**config.mk**
```make
export PLATFORM = sky130hd
export DESIGN_NAME = qpsk_symbol_upsampler
export DESIGN_NICKNAME = d
export VERILOG_FILES = /design/src/rtl/qpsk_symbol_upsampler.sv
export SDC_FILE = /design/constraint.sdc
export NUM_CORES = 1
export LEC_CHECK = 0
export CAP_MARGIN = 30
export CORE_ASPECT_RATIO = 1.2
export CORE_MARGIN = 2
export CORE_UTILIZATION = 55
export DETAILED_ROUTE_END_ITERATION = 10
export PLACE_DENSITY = 0.73
export SLEW_MARGIN = 0
export SYNTH_ARGS = -nofsm -noshare
export SYNTH_HDL_FRONTEND = slang
export SYNTH_SLANG_ARGS = --single-unit
```
**constraint.sdc**
```tcl
create_clock -name i_clk -period 7.6 [get_ports i_clk]
set_input_delay 1.14 -clock i_clk [delete_from_list [all_inputs] [get_ports i_clk]]
set_output_delay 1.14 -clock i_clk [all_outputs]
set_load 0.02 [all_outputs]
```
**src/rtl/qpsk_symbol_upsampler.sv**
```systemverilog
// QPSK symbol upsampler: buffers mapper symbols in a small FIFO and re-emits
// each one as SPS samples (zero-stuffed or held) on the DAC sample strobe.
module qpsk_symbol_upsampler #(
  parameter int SPS         = 4,
  parameter int FIFO_DEPTH  = 8,
  parameter int START_LEVEL = 2,
  parameter int HOLD_MODE   = 0
) (
  input  logic                          i_clk,
  input  logic                          i_reset,
  input  logic [31:0]                   i_data,
  input  logic                          i_valid,
  input  logic                          i_sample_en,
  output logic [31:0]                   o_data,
  output logic                          o_valid,
  output logic                          o_underflow,
  output logic                          o_overflow,
  output logic [$clog2(FIFO_DEPTH):0]   o_level
);

  localparam int DATA_W = 16;
  localparam int AW     = $clog2(FIFO_DEPTH);
  localparam int LW     = AW + 1;
  localparam int PW     = (SPS > 1) ? $clog2(SPS) : 1;

  localparam logic [LW-1:0] DEPTH_L     = LW'(FIFO_DEPTH);
  localparam logic [LW-1:0] START_L     = LW'(START_LEVEL);
  localparam logic [PW-1:0] LAST_PH     = PW'(SPS - 1);
  localparam logic [PW-1:0] PH_AFTER_LD = PW'((SPS > 1) ? 1 : 0);

  typedef enum logic {IDLE, RUN} state_t;

  state_t                    state;
  logic [PW-1:0]             phase;
  logic [LW-1:0]             level;
  logic [AW-1:0]             wr_ptr, rd_ptr;
  logic [31:0]               mem [FIFO_DEPTH];
  logic [31:0]               head_p0;
  logic signed [DATA_W-1:0]  hold_i_p0, hold_q_p0;
  logic [31:0]               data_p1;
  logic                      vld_p1, uf_p1, ovf;

  logic empty, full, strobe_run, pop, push;

  assign head_p0    = mem[rd_ptr];
  assign empty      = (level == '0);
  assign full       = (level == DEPTH_L);
  assign strobe_run = (state == RUN) && i_sample_en;
  assign pop        = strobe_run && (phase == '0) && !empty;
  // A pop in the same cycle frees a slot, so a write at full is still accepted.
  assign push       = i_valid && (!full || pop);

  // ---- p0: FIFO storage and symbol hold register (data path, no reset)
  always_ff @(posedge i_clk) begin
    if (push) mem[wr_ptr] <= i_data;
    if (pop) {hold_i_p0, hold_q_p0} <= head_p0;
  end

  // ---- p1: control, occupancy and registered output sample
  always_ff @(posedge i_clk) begin
    if (i_reset) begin
      state   <= IDLE;
      phase   <= '0;
      level   <= '0;
      wr_ptr  <= '0;
      rd_ptr  <= '0;
      vld_p1  <= 1'b0;
      uf_p1   <= 1'b0;
      ovf     <= 1'b0;
      data_p1 <= '0;
    end else begin
      vld_p1 <= strobe_run;
      uf_p1  <= strobe_run && (phase == '0) && empty;

      if (strobe_run) begin
        if (phase == '0) begin
          if (!empty) begin
            data_p1 <= head_p0;
            phase   <= PH_AFTER_LD;
          end else begin
            data_p1 <= '0;
            state   <= IDLE;
          end
        end else begin
          data_p1 <= (HOLD_MODE != 0) ? {hold_i_p0, hold_q_p0} : '0;
          phase   <= (phase == LAST_PH) ? '0 : phase + 1'b1;
        end
      end

      if (state == IDLE && level >= START_L) state <= RUN;

      if (push) wr_ptr <= wr_ptr + 1'b1;
      if (pop)  rd_ptr <= rd_ptr + 1'b1;
      unique case ({push, pop})
        2'b10:   level <= level + 1'b1;
        2'b01:   level <= level - 1'b1;
        default: level <= level;
      endcase

      if (i_valid && full && !pop) ovf <= 1'b1;
    end
  end

  assign o_data      = data_p1;
  assign o_valid     = vld_p1;
  assign o_underflow = uf_p1;
  assign o_overflow  = ovf;
  assign o_level     = level;

endmodule

```
# ---- Yosys cells after proc, flatten, opt, wreduce, memory -nomap -nowiden
# Memory sizes are Yosys's and may differ from the RTL's. A register that Yosys moved wholly into a read port is not among the register bits.
# Index checks and enable logic that the tools add are counted.
dict set report word_totals {
  ff_bits 48
  latch_bits 0
  ram_bits 256
  mem_bits_ro 0
  output_inout_bits 39
  elab_cells 56
  mem_count 1
}
# name words width read_ports rd_ports_with_merged_regs wr line_no
set mem_list {}
lappend mem_list {mem 8 32 1 1 1 37} ;# logic [31:0] mem [FIFO_DEPTH];
dict set report classes {
  n_addsub 5
  mul 0
  div 0
  order_cmp 1
  n_eq_ne 5
  shift 0
  muxes 14
  bitwise_logic 1
  n_reduce_logical 20
}
# cell n
set ops {}
lappend ops {{two-way mux 32 bit} 2}
lappend ops {{logical AND 1 bit} 8}
lappend ops {{one-hot mux 4 bit (2 select lines)} 1}
lappend ops {{nonzero test 2 bit} 4}
lappend ops {{adder 3 x 1 -> 3 bit, second input constant} 2}
lappend ops {{two-way mux 1 bit} 6}
lappend ops {{two-way mux 2 bit} 3}
lappend ops {{two-way mux 3 bit} 2}
lappend ops {{adder 4 x 1 -> 4 bit, second input constant} 1}
lappend ops {{equality test 2 bit, second input constant} 2}
lappend ops {{equality test 4 bit, second input constant} 1}
lappend ops {{>= comparator 4 x 2 -> 1 bit, second input constant} 1}
lappend ops {{logical NOT 4 bit} 1}
lappend ops {{subtractor 4 x 1 -> 4 bit, second input constant} 1}
lappend ops {{logical NOT 1 bit} 3}
lappend ops {{AND reduction 3 bit} 1}
lappend ops {{adder 2 x 1 -> 2 bit, second input constant} 1}
lappend ops {{equality test 2 x 1 -> 1 bit, second input constant} 1}
lappend ops {{logical NOT 2 bit} 1}
lappend ops {{!= test 2 bit, second input constant} 1}
lappend ops {{AND reduction 2 bit} 1}
lappend ops {{logical OR 1 bit} 1}
lappend ops {{inverter 1 bit} 1}

# ---- Logic depth before layout (Yosys ltp)
dict set report depth {
  word_depth 7
  ltp_mapped 9
  ltp_nobuf 9
}

# ---- Worst setup path before layout
# OpenSTA, ideal clock, no wires.
dict set report synth_path {
  kind {in2reg}
  from {in i_sample_en}
  to {mem mem[0][0] (enable)}
  setup_ns 0.501
  t_arrival_ns 4.738
  required_time_ns 7.099
  setup_slack_ns 2.361
  stages 4
  path_cell_list {and3_1 > clkbuf_1 > o21ai_4 > nor4_1}
}
dict set report synth_via {
  elab_chain_len 7
}
# item line_no
set synth_lines {}
lappend synth_lines {{start, declared} 13} ;# input logic i_sample_en,
lappend synth_lines {{logical AND 1 bit} 48} ;# assign strobe_run = (state == RUN) && i_sample_en;
lappend synth_lines {{logical AND 1 bit (2 in series)} 49} ;# assign pop = strobe_run && (phase == '0) && !empty;
lappend synth_lines {{logical OR 1 bit} 51} ;# assign push = i_valid && (!full || pop);
lappend synth_lines {{logical AND 1 bit} 51}
lappend synth_lines {{two-way mux 1 bit} 55} ;# if (push) mem[wr_ptr] <= i_data;
lappend synth_lines {{two-way mux 1 bit (implied by the code)} 55}
lappend synth_lines {{end, declared} 37}
# No other way between the ends.

# ---- Worst setup path in the final report
dict set report layout_path {
  from {in i_sample_en}
  to {mem mem[4][20] (enable)}
}
# Same word-level chain as after synthesis.

==> summary.md <==
| Metric | Value |
|---|---|
| Die width | `approximately 140 um` |
| Largest net degree at the start of global routing | `46` |
| Syn nets | `between 600 and 700` |
| Clock Skews | `between 20 and 25 ps` |
| R2r setup slk | `~4600 ps` |
| Crit path depth | `5` |
| Worst hold path depth | `2` |
| CTS sink cnt | `a little over 300` |
| Slew Limit Fails | `0` |
| Fmax | `about 0.28 GHz` |
| Core area | `20300 sq um` |
| Gr ovfl total | `0` |
| Critical path launch point type | `input pin` |
| Gate count after technology mapping | `between 500 and 600` |
| Post-synth ARST share | `0%` |
| WP buf/inv | `2` |
| R2R Path End | `mem[4][20]$_DFFE_PP_` |
| Worst Reg2Reg Path Length in Cells | `6` |
| # rows | `57` |
| Layout cells sized above 1 | `around a fifth` |
| Final Non-Filler Cells | `~960` |
| Pwr Total | `about 3.6 mW` |
| Most common library cells after synthesis | `edfxtp_1 (256), nand2_1 (69), mux4_2 (63)` |
| Worst slew pin tran | `1030 ps` |
| Starting Density | `56.0%` |
| Total wire length | `about 22 mm` |
| Mean Syn Cell Area | `slightly below 20 sq um` |
| Mapped Area | `11300 sq um` |
| DR DRC count | `0` |
| Clock latency on the worst-skew pair | `550 ps` |
| All-Layer GR Usage | `20.7%` |
| Layout area overhead | `19.7%` |
| Post-route clock period utilization | `between 40% and 50%` |
| Worst min path class | `flop to flop` |
| Netlist cell types | `36` |
| Fillcell total | `about 1300` |
| Top post-synthesis cells by area | `edfxtp_1 (68%), mux4_2 (13%), dfxtp_1 (9.0%), nand2_1 (2.3%), a22oi_1 (2.1%)` |
| Setup TNS | `0 ps` |
| Vias in the first global route | `6002` |
| Placed cells | `908` |
| Cts hold-fix bufs | `0` |
| CTS max path bufs | `3` |
| Crit path max fanout | `24` |
| Worst-path clk slew | `about 60 ps` |
| CP Capture Type | `flop` |
| Final setup fails | `0` |
| Peak supply drop | `around 0.20 mV` |
| Die Span Y | `~160 um` |
| Port Buffer Count | `74` |
| First-pass GRT wire length | `around 34 mm` |
| Power per Cell Area | `about 260 nW/um^2` |
| Setup ws final | `around 4000 ps` |
| Cell family with most CP delay | `simple AND/OR/NAND/NOR gates` |
| Via count | `roughly 5700` |
| Worst path slowest cell | `nor3_2` |
| #FFs+latches synth | `~310` |
| Synth Warn # | `0` |
| Data arrival, critical path | `approximately 3700 ps` |
| I/O Pins | `75` |
| Post-route cell area | `between 10000 and 15000 sq um` |
| Via density | `5.91` |
| Ant. Diodes | `0` |
| Root buf cell | `clkbuf_16` |
| WP data required | `7780 ps` |
| Kind of critical path | `input pin to flop` |
| Inserted Clock Buffers | `29` |
| Synth area leader | `edfxtp_1` |
| Critical Path, Cell by Cell | `clkdlybuf4s50_1, and3_1, o211ai_1, nor3_2, buf_4` |
| Status | `finished, final reports clean` |
| Antenna violations before repair | `0` |
| Pre-antenna DRT Iters | `5` |
| Worst setup startpoint | `i_sample_en` |
| Seq/Total Area, Yosys | `roughly 77%` |
| Worst Hold End | `o_data[30]$_SDFFE_PP0N_` |
| Worst hold slack | `about 440 ps` |
| DP Wirelength | `between 10 and 15 mm` |
| Beginning of the worst hold path | `o_data[30]$_SDFFE_PP0N_` |
| RSZ-0062 raised after global routing | `false` |
| Min cycle time layout | `between 3000 and 4000 ps` |
| Postcts setup bufs | `0` |
| Most frequent cell after synthesis | `edfxtp_1` |
| DRT iter0 DRCs | `approximately 470` |
| Post-synth EDFFs | `between 200 and 300` |
| H-tree depth | `1` |
| R2R Path Start | `phase[0]$_SDFFE_PP0P_` |
| Max cap viols | `0` |
| Yosys top cell area share | `~68%` |
| Pleak | `between 4 and 5 nW` |
| Post_cts resized | `0` |
| Final ANT Viol Nets | `0` |
| Final Hold Viols | `0` |
| Critical Path Max Stage Delay | `720 ps` |
| DR WL/cell | `roughly 23 um` |
| Pre-CTS setup slack | `roughly 3500 ps` |
| Final core utilization | `67.0%` |
| Ys flop type | `edfxtp_1` |
| Placed cell areas | `between 10000 and 15000 sq um` |
| Relative slew slack | `31.2%` |
| CTS tree | `done` |
| Final Wtd Congestion | `0.723` |
| Nets | `roughly 720` |
| Die footprint | `21800 sq um` |
[worst min-delay path: cells and delay by family (launching register included)]
family,cells,cell delay (ps)
and+or+nand+nor,2,90
DFF,1,310
[worst max-delay path by stage]
| stage | to |
|---|---|
| after floorplan | mem[0][0]$_DFFE_PP_ |
| after global placement | mem[4][22]$_DFFE_PP_ |
| after detailed placement | mem[4][22]$_DFFE_PP_ |
| after CTS | mem[4][20]$_DFFE_PP_ |
| after global routing | mem[4][29]$_DFFE_PP_ |
| final | mem[4][20]$_DFFE_PP_ |
[power by group]
group	total (mW)	switching [mW]	internal [mW]
Combinational	0.166	0.0916	0.0740
Sequential	1.88	0.0194	1.87
Clock	1.51	0.599	0.908
Total	3.56	0.710	2.85
[layout make-up]
| type | instances | area, sq um | share of cell area, % |
|---|---|---|---|
| Sequential cell | 307 | 8710 | 64.2 |
| Multi-Input combinational cell | 244 | 2560 | 18.9 |
| Timing Repair Buffer | 91 | 951 | 7.01 |
| Clock buffer | 37 | 796 | 5.86 |
| Tap cell | 265 | 332 | 2.44 |
| Clock inverter | 16 | 210 | 1.55 |
| Inverter | 2 | 7.51 | 0.0553 |
[registers in the layout, summed over array words and instances, names as in the netlist, 2 cells and up, named ones only]
name / cells
phase: 2
rd_ptr: 3
wr_ptr: 3
mem: 256
o_level: 4
o_data: 32
[cell families (layout without fill, tap and decap cells)]
kind of cell	after synthesis	after routing	synth area share, %
flip-flops	307	307	76.8
multiplexers	70	70	13.2
AO/OA/AOI/OAI	49	49	3.21
buffers and inverters	30	146	1.24
adder cells (fa/ha/maj)	5	5	0.552
AND/OR/NAND/NOR	115	115	4.62
XOR/XNOR	5	5	0.386
[metal layers]
| metal | vias up | track usage, % | part of all wire, % |
|---|---|---|---|
| li1 | 2517 | - | - |
| met1 | 2965 | 27.6 | 40 |
| met2 | 181 | 35.8 | 53 |
| met3 | 26 | 3.04 | 4.9 |
| met4 | 0 | 5.87 | 1.9 |
| met5 | - | 0 | 0 |
[cells in the final DEF, fill, tap and decap left out, types with 2 or more instances in the layout]
cell	Yosys	routed
edfxtp_1	256	256
clkdlybuf4s50_1	0	74
nand2_1	69	69
mux4_2	63	63
dfxtp_1	51	49
a22oi_1	31	31
clkbuf_16	0	29
nor2_1	17	14
buf_4	1	11
a21oi_1	7	6
nor3_1	9	5
nand2b_1	5	5
ha_1	5	5
bufinv_16	0	5
clkinv_2	0	5
nor3_2	0	4
mux2i_1	4	4
clkbuf_8	0	4
clkbuf_1	13	4
xor2_1	3	3
o211ai_1	3	3
nor2_4	0	3
mux2_2	3	3
o21ai_0	3	3
or3_1	3	3
clkinv_1	0	3
buf_16	0	3
inv_1	2	2
and3_1	2	2
nor4_2	0	2
nor2b_1	2	2
xnor2_1	2	2
clkinvlp_4	0	2
buf_12	0	2
Power figures use the tool's default switching activity.
